$ cat src/rtl/vid_out_conditioner.sv
// Video output stage: pixel enable, sync-derived blanking, colour expansion/tint, timing lock.
// Latency: one pixel enable from r/g/b/hs/vs_in to every registered output.
// Backpressure: none; free-running raster, outputs update only on ce_pix edges.
//
// Ports:
//   clk_sys, reset             system clock, async active-high reset
//   mode                       tint select (0 colour, 1 green, 2 amber, 3 white), latched per frame
//   r_in/g_in/b_in             core colour, IN_W bits per channel
//   hs_in/vs_in                raw core syncs, polarity set by HS_POL/VS_POL
//   ce_pix                     pixel enable, one clk_sys cycle in every CE_DIV
//   r_out/g_out/b_out          expanded, tinted, blank-gated colour (OUT_W bits)
//   hs_out/vs_out              active-high syncs
//   hblank/vblank/de           blanking derived from sync-relative counters
//   h_total/v_total            measured pixels per line / lines per frame
//   locked                     line and frame totals stable
module vid_out_conditioner #(
    parameter int IN_W     = 4,
    parameter int OUT_W    = 8,
    parameter int CE_DIV   = 4,
    parameter int CNT_W    = 12,
    parameter int HS_POL   = 0,
    parameter int VS_POL   = 0,
    parameter int H_START  = 48,
    parameter int H_ACTIVE = 640,
    parameter int V_START  = 16,
    parameter int V_ACTIVE = 200
) (
    input  logic             clk_sys,
    input  logic             reset,
    input  logic [1:0]       mode,
    input  logic [IN_W-1:0]  r_in,
    input  logic [IN_W-1:0]  g_in,
    input  logic [IN_W-1:0]  b_in,
    input  logic             hs_in,
    input  logic             vs_in,
    output logic             ce_pix,
    output logic [OUT_W-1:0] r_out,
    output logic [OUT_W-1:0] g_out,
    output logic [OUT_W-1:0] b_out,
    output logic             hs_out,
    output logic             vs_out,
    output logic             hblank,
    output logic             vblank,
    output logic             de,
    output logic [CNT_W-1:0] h_total,
    output logic [CNT_W-1:0] v_total,
    output logic             locked
);

    localparam int               DIV_W    = $clog2(CE_DIV);
    localparam logic [DIV_W-1:0] DIV_LAST = DIV_W'(CE_DIV - 1);
    localparam logic [CNT_W-1:0] CNT_MAX  = '1;
    localparam logic             HS_LVL   = (HS_POL != 0);
    localparam logic             VS_LVL   = (VS_POL != 0);
    // One extra bit so a window end of exactly 2^CNT_W is still representable.
    localparam logic [CNT_W:0]   H_LO     = (CNT_W+1)'(H_START);
    localparam logic [CNT_W:0]   H_HI     = (CNT_W+1)'(H_START + H_ACTIVE);
    localparam logic [CNT_W:0]   V_LO     = (CNT_W+1)'(V_START);
    localparam logic [CNT_W:0]   V_HI     = (CNT_W+1)'(V_START + V_ACTIVE);

    // ------------------------------------------------------------------
    // Pixel clock enable
    // ------------------------------------------------------------------
    logic [DIV_W-1:0] div_cnt;

    always_ff @(posedge clk_sys or posedge reset) begin
        if (reset) begin
            div_cnt <= '0;
        end else if (div_cnt == DIV_LAST) begin
            div_cnt <= '0;
        end else begin
            div_cnt <= div_cnt + DIV_W'(1);
        end
    end

    assign ce_pix = (div_cnt == DIV_LAST);

    // ------------------------------------------------------------------
    // Sync normalisation, edges and raster counters
    // ------------------------------------------------------------------
    logic             hs_act, vs_act, hs_prev, vs_prev, hs_edge, vs_edge;
    logic [CNT_W-1:0] hcnt, vcnt, h_inc, v_inc, hc_eff, vc_eff;
    logic             vpend, v_cap;

    assign hs_act  = hs_in ^ ~HS_LVL;
    assign vs_act  = vs_in ^ ~VS_LVL;
    assign hs_edge = hs_act & ~hs_prev;
    assign vs_edge = vs_act & ~vs_prev;

    // Saturating increments double as the captured line/frame lengths.
    assign h_inc = (hcnt == CNT_MAX) ? CNT_MAX : hcnt + CNT_W'(1);
    assign v_inc = (vcnt == CNT_MAX) ? CNT_MAX : vcnt + CNT_W'(1);

    // A vsync seen anywhere in a line is held in vpend until the next hsync,
    // so the frame always restarts on a line boundary.
    assign v_cap  = hs_edge & (vpend | vs_edge);
    assign hc_eff = hs_edge ? '0 : h_inc;
    assign vc_eff = hs_edge ? (v_cap ? '0 : v_inc) : vcnt;

    // ------------------------------------------------------------------
    // Blanking window
    // ------------------------------------------------------------------
    logic h_act_n, v_act_n, de_n;

    assign h_act_n = ({1'b0, hc_eff} >= H_LO) && ({1'b0, hc_eff} < H_HI);
    assign v_act_n = ({1'b0, vc_eff} >= V_LO) && ({1'b0, vc_eff} < V_HI);
    assign de_n    = h_act_n & v_act_n;

    // ------------------------------------------------------------------
    // Colour expansion and tint
    // ------------------------------------------------------------------
    // Replicates the input MSB-first to fill the wider output.
    function automatic logic [OUT_W-1:0] expand(input logic [IN_W-1:0] c);
        logic [OUT_W-1:0] e;
        e = '0;
        for (int i = 0; i < OUT_W; i++) begin
            e[i] = c[IN_W-1-((OUT_W-1-i) % IN_W)];
        end
        return e;
    endfunction

    logic [OUT_W-1:0] r_x, g_x, b_x, y_lum, amber_g;
    logic [OUT_W+1:0] y_sum;
    logic [1:0]       mode_q;
    logic [OUT_W-1:0] r_t, g_t, b_t;

    assign r_x     = expand(r_in);
    assign g_x     = expand(g_in);
    assign b_x     = expand(b_in);
    assign y_sum   = {2'b00, r_x} + {1'b0, g_x, 1'b0} + {2'b00, b_x};
    assign y_lum   = y_sum[OUT_W+1:2];
    assign amber_g = (y_lum >> 1) + (y_lum >> 2);

    always_comb begin
        r_t = r_x;
        g_t = g_x;
        b_t = b_x;
        case (mode_q)
            2'd1: begin
                r_t = '0;
                g_t = y_lum;
                b_t = '0;
            end
            2'd2: begin
                r_t = y_lum;
                g_t = amber_g;
                b_t = '0;
            end
            2'd3: begin
                r_t = y_lum;
                g_t = y_lum;
                b_t = y_lum;
            end
            default: ;
        endcase
    end

    // ------------------------------------------------------------------
    // Lock tracking: each flag records whether its latest capture repeated
    // the previous one; a saturated count is never a valid measurement.
    // ------------------------------------------------------------------
    logic h_match, v_match, h_match_n, v_match_n;

    assign h_match_n = hs_edge ? ((h_inc == h_total) && (hcnt != CNT_MAX)) : h_match;
    assign v_match_n = v_cap   ? ((v_inc == v_total) && (vcnt != CNT_MAX)) : v_match;

    // ------------------------------------------------------------------
    // Per-pixel state
    // ------------------------------------------------------------------
    always_ff @(posedge clk_sys or posedge reset) begin
        if (reset) begin
            hs_prev <= 1'b0;
            vs_prev <= 1'b0;
            hcnt    <= '0;
            vcnt    <= '0;
            vpend   <= 1'b0;
            mode_q  <= 2'd0;
            h_total <= '0;
            v_total <= '0;
            h_match <= 1'b0;
            v_match <= 1'b0;
            locked  <= 1'b0;
            hs_out  <= 1'b0;
            vs_out  <= 1'b0;
            hblank  <= 1'b1;
            vblank  <= 1'b1;
            de      <= 1'b0;
            r_out   <= '0;
            g_out   <= '0;
            b_out   <= '0;
        end else if (ce_pix) begin
            hs_prev <= hs_act;
            vs_prev <= vs_act;
            hcnt    <= hc_eff;
            vcnt    <= vc_eff;
            if (hs_edge) begin
                vpend   <= 1'b0;
                h_total <= h_inc;
            end else if (vs_edge) begin
                vpend <= 1'b1;
            end
            if (v_cap) begin
                v_total <= v_inc;
            end
            // Tint changes only at frame start so a line is never split.
            if (vs_edge) begin
                mode_q <= mode;
            end
            h_match <= h_match_n;
            v_match <= v_match_n;
            locked  <= h_match_n & v_match_n & (hc_eff != CNT_MAX) & (vc_eff != CNT_MAX);
            hs_out  <= hs_act;
            vs_out  <= vs_act;
            hblank  <= ~h_act_n;
            vblank  <= ~v_act_n;
            de      <= de_n;
            r_out   <= de_n ? r_t : '0;
            g_out   <= de_n ? g_t : '0;
            b_out   <= de_n ? b_t : '0;
        end
    end

endmodule

$ cat config.mk
export PLATFORM = sky130hd
export DESIGN_NAME = vid_out_conditioner
export DESIGN_NICKNAME = d
export VERILOG_FILES = /design/src/rtl/vid_out_conditioner.sv
export SDC_FILE = /design/constraint.sdc
export NUM_CORES = 1
export LEC_CHECK = 0
export ABC_AREA = 1
export BUFFER_PORTS_ARGS = -buffer_cell sky130_fd_sc_hd__buf_2
export CAP_MARGIN = 20
export CORE_MARGIN = 1.5
export CORE_UTILIZATION = 40
export CTS_CLUSTER_DIAMETER = 60
export DETAILED_ROUTE_END_ITERATION = 10
export GPL_ROUTABILITY_DRIVEN = 1
export PLACE_DENSITY = 0.56
export SYNTH_ARGS = -nofsm -noshare
export SYNTH_HDL_FRONTEND = slang
export SYNTH_SLANG_ARGS = --single-unit
$ cat constraint.sdc
create_clock -name clk_sys -period 3.4 [get_ports clk_sys]
set_input_delay 0.34 -clock clk_sys [delete_from_list [all_inputs] [get_ports clk_sys]]
set_output_delay 0.34 -clock clk_sys [all_outputs]
set_load 0.01 [all_outputs]
==> metrics.md, run 1 <==
| Metric | Value |
|---|---|
| Commonest cells after routing, fill and taps aside | `nand2_1 (265), inv_1 (87), dfrtp_1 (83)` |
| Net Sw Frac | `0.375` |
| Critical path class | `in2reg` |
| CTS tree | `done` |
| Initial Utilization | `0.415` |
| Cell family with the largest share of critical-path delay | `adder cells` |
| Post-Synthesis Cells | `821` |
| Number of enable flip-flop cells after synthesis | `0` |
| CP cell instances | `buf_2 -> fa_1 -> ha_1 -> a21oi_1 -> o21ai_2 -> xor2_1 -> inv_1 -> buf_4 -> ha_1 -> nand3_1 -> nand3_2 -> nand2_1 -> nand2_1 -> a21oi_2 -> nand2_1 -> nand2_1 -> o21ai_0 -> nor2_1 -> nand3_2 -> nand2_1` |
| Routability cong. | `0.915` |
| Reg2reg setup slack | `760 ps` |
| Seq pwr share | `0.338` |
| Max transition margin | `0.567` |
| Mean Syn Cell Area | `7.09 um2` |
| Async S/R FF share, synth | `1.00` |
| Worst-Skew Late Latency | `350 ps` |
| Status | `finished with violations` |
| Die area | `15300 um2` |
| Area grow syn2layout | `19.2%` |
| Min-delay worst type | `in2async` |
| Total GRT Usage | `0.223` |
| Final Power | `3.61 mW` |
| Most frequent cell on the critical path | `nand2_1` |
| Setup violators final | `0` |
| Peak VDD IR | `0.259 mV` |
| Internal power | `2.26 mW` |
| Num CTS Buffers | `9` |
| N_diodes | `0` |
| Clock share of power | `0.258` |
| Largest net degree at the start of global routing | `38` |
| Post-synth net total | `860` |
| PostCTS Resize Cnt | `0` |
| Antenna Nets Post-Route | `0` |
| Core area | `14000 um2` |
| Placed cell count | `1091` |
| Reg2reg end | `b_out[7]$_DFFE_PP0P_` |
| Number of global-route vias before repair | `5388` |
| HPWL Detailed | `12.3 mm` |
| Worst hold slack | `-2.75 ps` |
| Global-route wire length before repair | `26.4 mm` |
| Clock Skews | `9.77 ps` |
| CTS root buffer | `clkbuf_16` |
| Site row count | `43` |
| Worst-Margin Slew | `647 ps` |
| Pwr Density | `521 nW/um2` |
| Initial antenna violation count | `0` |
| Wire per inst | `14.7 um` |
| Crit share post-route | `0.935` |
| Post-Syn Area | `5820 um2` |
| Final hold vios | `3` |
| Yosys cell types | `46` |
| Prevailing post-synth register cell | `dfrtp_1` |
| Most common cell after layout, fill and taps aside | `nand2_1` |
| Sw Pwr | `1.35 mW` |
| Vias/cell | `5.06` |
| Critical Path RT | `3690 ps` |
| DRC errors left | `0` |
| Maximum buffer depth of the clock tree | `2` |
| Die W | `124 um` |
| Critical Path AT | `3460 ps` |
| Hold buffers post-CTS | `0` |
| Failing checks | `negative hold slack` |
| Min Tclk post-route | `3180 ps` |
| Fmax | `315 MHz` |
| Final WL | `16.3 mm` |
| Ys Warns | `0` |
| Critical path capture point type | `register` |
| Slowest CP cell | `fa_1` |
| Clock tree sinks | `85` |
| Critical Path Start Type | `input pin` |
| Final #Nets | `961` |
| Drt pass-1 iters | `5` |
| Slew Viols, Final | `0` |
| Post-Layout Cell Count | `1107` |
| IO Port Bufs | `72` |
| Yosys reg bits | `85` |
| Fraction of layout cells with a size suffix above 1 | `0.214` |
| Post-synthesis sequential area ratio | `0.366` |
| # IOs | `73` |
| Worst r2r path cells | `12` |
| DRT iter0 DRCs | `343` |
| Max cap viols | `0` |
| Max stage delay on crit path | `480 ps` |
| Number of setup buffers added after CTS | `0` |
| CTS HTree Levels | `3` |
| Worst-path clk slew | `60 ps` |
| Worst path bufs/invs | `3` |
| Worst Path Max Fanout | `4` |
| Origin of the critical flop-to-flop path | `hcnt[0]$_DFFE_PP0P_` |
| Combinational share of power | `0.404` |
| LEAKAGE | `3.66 nW` |
| Die extent in y | `124 um` |
| Gr ovfl total | `0` |
| Detailed-route via count | `5599` |
stage by stage:
stage          setup TNS, ps  cell area, um2  worst slack (ps)   util
6_report                   0            6940               222  0.494
3_3_place_gp            -474            6610              -109  0.470
4_1_cts                    0            6880               183  0.490
2_1_floorplan              0            5820              89.8      -
3_5_place_dp            -860            6610              -205  0.470
5_1_grt                -11.9            6940             -11.9  0.494
layer usage:
layer | up-vias | routed length [um] | track usage
met3 | 23 | 492 | 0.0311
met4 | 0 | 329 | 0.0769
li1 | 2841 | - | -
met2 | 107 | 7590 | 0.356
met1 | 2628 | 7870 | 0.310
met5 | - | 0 | 0
layout make-up:
| cell class | count | area (um2) |
|---|---|---|
| clock buffers | 13 | 250 |
| clock inverters | 3 | 22.5 |
| fillers | 1440 | 7100 |
| inverters | 98 | 369 |
| multi-input cells | 611 | 3240 |
| flip-flops and latches | 85 | 2130 |
| well taps | 180 | 225 |
| repair buffers | 117 | 698 |
state kept, by name, summed over array words and instances (netlist names), 2 cells and up:
register / count
b_out: 8
div_cnt: 2
g_out: 8
h_total: 12
hcnt: 12
mode_q: 2
r_out: 8
v_total: 12
vcnt: 12
how the worst max path moves through the flow:
stage,cells past startpoint,endpoint,from
finish,20,g_out[5]$_DFFE_PP0P_,r_in[3]
global route,20,g_out[5]$_DFFE_PP0P_,r_in[1]
CTS,20,g_out[5]$_DFFE_PP0P_,r_in[1]
detailed placement,21,g_out[5]$_DFFE_PP0P_,r_in[2]
global placement,19,g_out[6]$_DFFE_PP0P_,r_in[1]
floorplan,18,g_out[6]$_DFFE_PP0P_,r_in[1]
logic make-up (layout without fill, tap and decap cells):
| logic type | after synthesis | count (layout) | synth area share |
|---|---|---|---|
| DFF | 85 | 85 | 0.366 |
| adders and majority gates | 21 | 21 | 0.0529 |
| xor gates and xnor gates | 15 | 15 | 0.0226 |
| AOI/OAI and AO/OA | 113 | 113 | 0.108 |
| buffers and inverters | 125 | 231 | 0.0879 |
| and+or+nand+nor | 462 | 462 | 0.363 |
power by group through the flow:
stage / registers [mW] / clock network [mW] / logic (mW)
global placement: 1.24 / 0 / 1.39
floorplan: 1.25 / 0 / 0.866
CTS: 1.22 / 0.954 / 1.41
global route: 1.24 / 0.985 / 1.65
detailed placement: 1.24 / 0 / 1.40
finish: 1.22 / 0.932 / 1.46
Yosys cell counts, types with 4 or more instances:
cell type,number,share of area
nand2_1,265,0.17
inv_1,89,0.057
dfrtp_1,83,0.36
nor2_1,77,0.050
o21ai_0,60,0.052
nand3_1,52,0.045
a21oi_1,22,0.019
nand3_2,19,0.033
clkbuf_1,17,0.011
ha_1,15,0.032
nand4_1,14,0.015
xor2_1,11,0.017
o22ai_1,10,0.011
inv_2,8,0.0052
nor2_2,7,0.0075
fa_1,6,0.021
nor3_1,6,0.0052
nand2_2,5,0.0054
nand3b_1,5,0.0064
buf_2,4,0.0034
nor2_4,4,0.0077
o21ai_1,4,0.0034
xnor2_1,4,0.0060
No activity file was read; power rests on OpenSTA's default activity.
==> inputs of run 2 (changes only) <==
Settings changed: ABC_AREA 1 to unset.
==> run 2 against run 1 <==
Against the previous run:
- the flow now finishes without violations
- utilization is 1.3 points higher
- routed wire length is 2.7% higher
- clock skew is 2.7 ps lower
- final cell count is 17% lower
- clock-buffer cell count is 1 lower
- synthesized cell count is 23% lower
==> metrics.md, run 2 <==
| Metric | Value |
|---|---|
| Crit path launch | `r_in[2] (was r_in[3])` |
| Hold Startpoint | `hs_in` |
| Post-synth top cells | `dfrtp_1 (83), o21ai_0 (67), nand2_1 (61) (was nand2_1 (265), inv_1 (89), dfrtp_1 (83))` |
| Max stage delay on crit path | `500 ps (was 480 ps)` |
| Die extent in y | `121 um (was 124 um)` |
| Die W | `121 um (was 124 um)` |
| Fmax | `310 MHz (was 315 MHz)` |
| Combinational share of power | `0.381 (was 0.404)` |
| Async S/R FF share, synth | `1.00 (unchanged)` |
| Most common cell in the synthesized netlist | `dfrtp_1 (was nand2_1)` |
| Number of enable flip-flop cells after synthesis | `0 (unchanged)` |
| Crit share post-route | `0.949 (was 0.935)` |
| Worst Path Max Fanout | `3 (was 4)` |
| Critical Path RT | `3650 ps (was 3690 ps)` |
| Slowest CP cell | `fa_1 (unchanged)` |
| Yosys reg bits | `85 (unchanged)` |
| Wire per inst | `18.3 um (was 14.7 um)` |
| Number of global-route vias before repair | `5013 (was 5388)` |
| Critical Path Start Type | `input pin (unchanged)` |
| Routability cong. | `0.949 (was 0.915)` |
| Pwr Density | `513 nW/um2 (was 521 nW/um2)` |
| Critical path capture point type | `register (unchanged)` |
| Clock tree sinks | `85 (unchanged)` |
| CTS root buffer | `clkbuf_16 (unchanged)` |
| Yosys top cell by area | `dfrtp_1 (unchanged)` |
| CTS HTree Levels | `3 (unchanged)` |
| DRC errors left | `0 (unchanged)` |
| Mean Syn Cell Area | `8.87 um2 (was 7.09 um2)` |
| Yosys top cell area share | `0.372 (was 0.357)` |
| Setup TNS | `0 ps (unchanged)` |
| Internal power | `2.29 mW (was 2.26 mW)` |
| Slew Viols, Final | `0 (unchanged)` |
| Reg2reg end | `locked$_DFFE_PP0P_ (was b_out[7]$_DFFE_PP0P_)` |
| Worst-path clk slew | `60 ps (about the same)` |
| Post-synth net total | `668 (was 860)` |
| Post-Syn Area | `5580 um2 (was 5820 um2)` |
| Largest net degree at the start of global routing | `39 (was 38)` |
| N_diodes | `0 (unchanged)` |
| Seq pwr share | `0.343 (was 0.338)` |
| Yosys cell types | `73 (was 46)` |
| Clock share of power | `0.276 (was 0.258)` |
| Drt pass-1 iters | `5 (unchanged)` |
| Most frequent cell on the critical path | `ha_1 (was nand2_1)` |
| Hold Crit Depth | `2` |
| HPWL Detailed | `12.3 mm (about the same)` |
| Worst r2r path cells | `9 (was 12)` |
| Min-delay worst type | `in2reg (was in2async)` |
| Net Sw Frac | `0.344 (was 0.375)` |
| Initial antenna violation count | `0 (unchanged)` |
| IO Port Bufs | `72 (unchanged)` |
| # IOs | `73 (unchanged)` |
| Most common cell after layout, fill and taps aside | `dfrtp_1 (was nand2_1)` |
| Antenna Nets Post-Route | `0 (unchanged)` |
| Prevailing post-synth register cell | `dfrtp_1 (unchanged)` |
| Worst-Margin Slew | `1040 ps (was 647 ps)` |
| Critical Path AT | `3470 ps (was 3460 ps)` |
| Worst-Skew Late Latency | `350 ps (about the same)` |
| Final Power | `3.49 mW (was 3.61 mW)` |
| Num CTS Buffers | `9 (unchanged)` |
| DRT iter0 DRCs | `391 (was 343)` |
| Total GRT Usage | `0.238 (was 0.223)` |
| Final #Nets | `773 (was 961)` |
| CP Capture Point | `g_out[5]$_DFFE_PP0P_ (unchanged)` |
| Post-synthesis sequential area ratio | `0.382 (was 0.366)` |
| Critical path class | `in2reg (unchanged)` |
| Min Tclk post-route | `3230 ps (was 3180 ps)` |
| Sw Pwr | `1.20 mW (was 1.35 mW)` |
| Status | `finished clean (was finished with violations)` |
| Area grow syn2layout | `22.0% (was 19.2%)` |
| Die area | `14700 um2 (was 15300 um2)` |
| Gr ovfl total | `0 (unchanged)` |
| Detailed-route via count | `5366 (was 5599)` |
| Origin of the critical flop-to-flop path | `hcnt[0]$_DFFE_PP0P_ (unchanged)` |
| Clock Skews | `7.08 ps (was 9.77 ps)` |
| Site row count | `42 (was 43)` |
| Post-Synthesis Cells | `629 (was 821)` |
| Peak VDD IR | `0.354 mV (was 0.259 mV)` |
| Maximum buffer depth of the clock tree | `2 (unchanged)` |
| Final hold vios | `0 (was 3)` |
| Vias/cell | `5.86 (was 5.06)` |
| Global-route wire length before repair | `27.0 mm (was 26.4 mm)` |
| Core area | `13400 um2 (was 14000 um2)` |
| CTS tree | `done (unchanged)` |
| Reg2reg setup slack | `290 ps (was 760 ps)` |
| Setup violators final | `0 (unchanged)` |
| Top cells by area, synth | `dfrtp_1 (37%), o21ai_0 (6.0%), nand2_1 (4.1%) (was dfrtp_1 (36%), nand2_1 (17%), inv_1 (5.7%))` |
| Final WL | `16.7 mm (was 16.3 mm)` |
| Ys Warns | `0 (unchanged)` |
| Max cap viols | `0 (unchanged)` |
| Initial Utilization | `0.416 (was 0.415)` |
| Commonest cells after routing, fill and taps aside | `dfrtp_1 (83), buf_2 (72), o21ai_0 (65) (was nand2_1 (265), inv_1 (87), dfrtp_1 (83))` |
| Fraction of layout cells with a size suffix above 1 | `0.244 (was 0.214)` |
| CP cell instances | `buf_2 -> fa_1 -> ha_1 -> a41oi_1 -> nor2b_1 -> nor3_1 -> nor2_1 -> o41a_1 -> xnor2_2 -> ha_1 -> a21oi_1 -> o21ai_1 -> buf_4 -> xor2_1 -> o22ai_1 -> o32ai_1 (was buf_2 -> fa_1 -> ha_1 -> a21oi_1 -> o21ai_2 -> xor2_1 -> inv_1 -> buf_4 -> ha_1 -> nand3_1 -> nand3_2 -> nand2_1 -> nand2_1 -> a21oi_2 -> nand2_1 -> nand2_1 -> o21ai_0 -> nor2_1 -> nand3_2 -> nand2_1)` |
| LEAKAGE | `2.97 nW (was 3.66 nW)` |
| Max transition margin | `0.307 (was 0.567)` |
==> run 2: changes by cell type after synthesis, sizes merged, moves of 9 or more <==
| cell | delta |
|---|---|
| a22oi | +17 |
| a31oi | +10 |
| and3 | +11 |
| inv | -69 |
| nand2 | -208 |
| nand3 | -53 |
| nor2 | -41 |
| nor4 | +9 |
| o2bb2ai | +22 |
| xnor2 | +20 |
==> run 2: metal layers <==
layer / part of all wire / GRT usage / wire length [um] / vias to the layer above
met1: 0.47 / 0.345 / 7810 / 2611
met5: 0 / 0 / 0 / -
met3: 0.066 / 0.0559 / 1110 / 19
met2: 0.45 / 0.358 / 7600 / 196
li1: - / - / - / 2540
met4: 0.011 / 0.0581 / 189 / 0
==> run 2: cell type report <==
cell class	instances	area [um2]
fillers	1273	6600
multi-input cells	475	3210
clock buffers	12	256
well taps	176	220
inverters	29	110
repair buffers	134	841
clock inverters	4	31.3
flip-flops and latches	85	2130
==> run 2: kinds of logic (layout without fill, tap and decap cells) <==
family	count (synthesis)	count (layout)	synth area share
AO/OA/AOI/OAI	217	217	0.262
XOR/XNOR	37	37	0.0630
adder cells (fa/ha/maj)	21	21	0.0552
buffers and inverters	69	179	0.0536
flip-flops	85	85	0.382
multiplexers	4	4	0.00740
AND/OR/NAND/NOR	196	196	0.177
==> run 2: power groups by stage <==
| stage | Sequential (mW) | Combinational (mW) | Clock [mW] |
|---|---|---|---|
| finish | 1.20 | 1.33 | 0.963 |
| global route | 1.21 | 1.47 | 1.04 |
| CTS | 1.19 | 1.28 | 1.00 |
| detailed placement | 1.21 | 1.27 | 0 |
| global placement | 1.21 | 1.25 | 0 |
| floorplan | 1.19 | 0.787 | 0 |
==> run 2: how the worst min path moves through the flow <==
stage,endpoint,slack [ps]
CTS,hs_prev$_DFFE_PP0P_,180
global placement,v_total[10]$_DFFE_PP0P_,270
finish,hs_prev$_DFFE_PP0P_,190
global route,mode_q[0]$_DFFE_PP0P_,190
detailed placement,v_total[10]$_DFFE_PP0P_,270
floorplan,div_cnt[0]$_DFF_PP0_,400
==> run 2: critical path: cells and delay by family <==
kind	cells	cell delay (ps)
and+or+nand+nor	3	330
AOI/OAI and AO/OA	6	1100
buffers and inverters	2	260
xor gates and xnor gates	2	280
adders and majority gates	3	1160
==> run 2: timing repair <==
| action | CTS | global route |
|---|---|---|
| hold buffers | 1 | 0 |
| endpoints found under the setup margin | 0 | 9 |
| gates resized for setup | 0 | 10 |
| buffers inserted | 0 | 1 |
| endpoints found under the hold margin | 11 | 0 |
==> run 2: per-stage QoR <==
| stage | std cells | instance area (um2) | setup slack [ps] | utilization | hold slack (ps) |
|---|---|---|---|---|---|
| after global routing | 915 | 6800 | -51.0 | 0.508 | 187 |
| after global placement | 897 | 6460 | -177 | 0.482 | 266 |
| after floorplan | 629 | 5610 | 17.8 | - | 403 |
| after CTS | 914 | 6760 | 126 | 0.504 | 180 |
| final | 915 | 6800 | 173 | 0.508 | 191 |
| after detailed placement | 897 | 6460 | -259 | 0.482 | 267 |
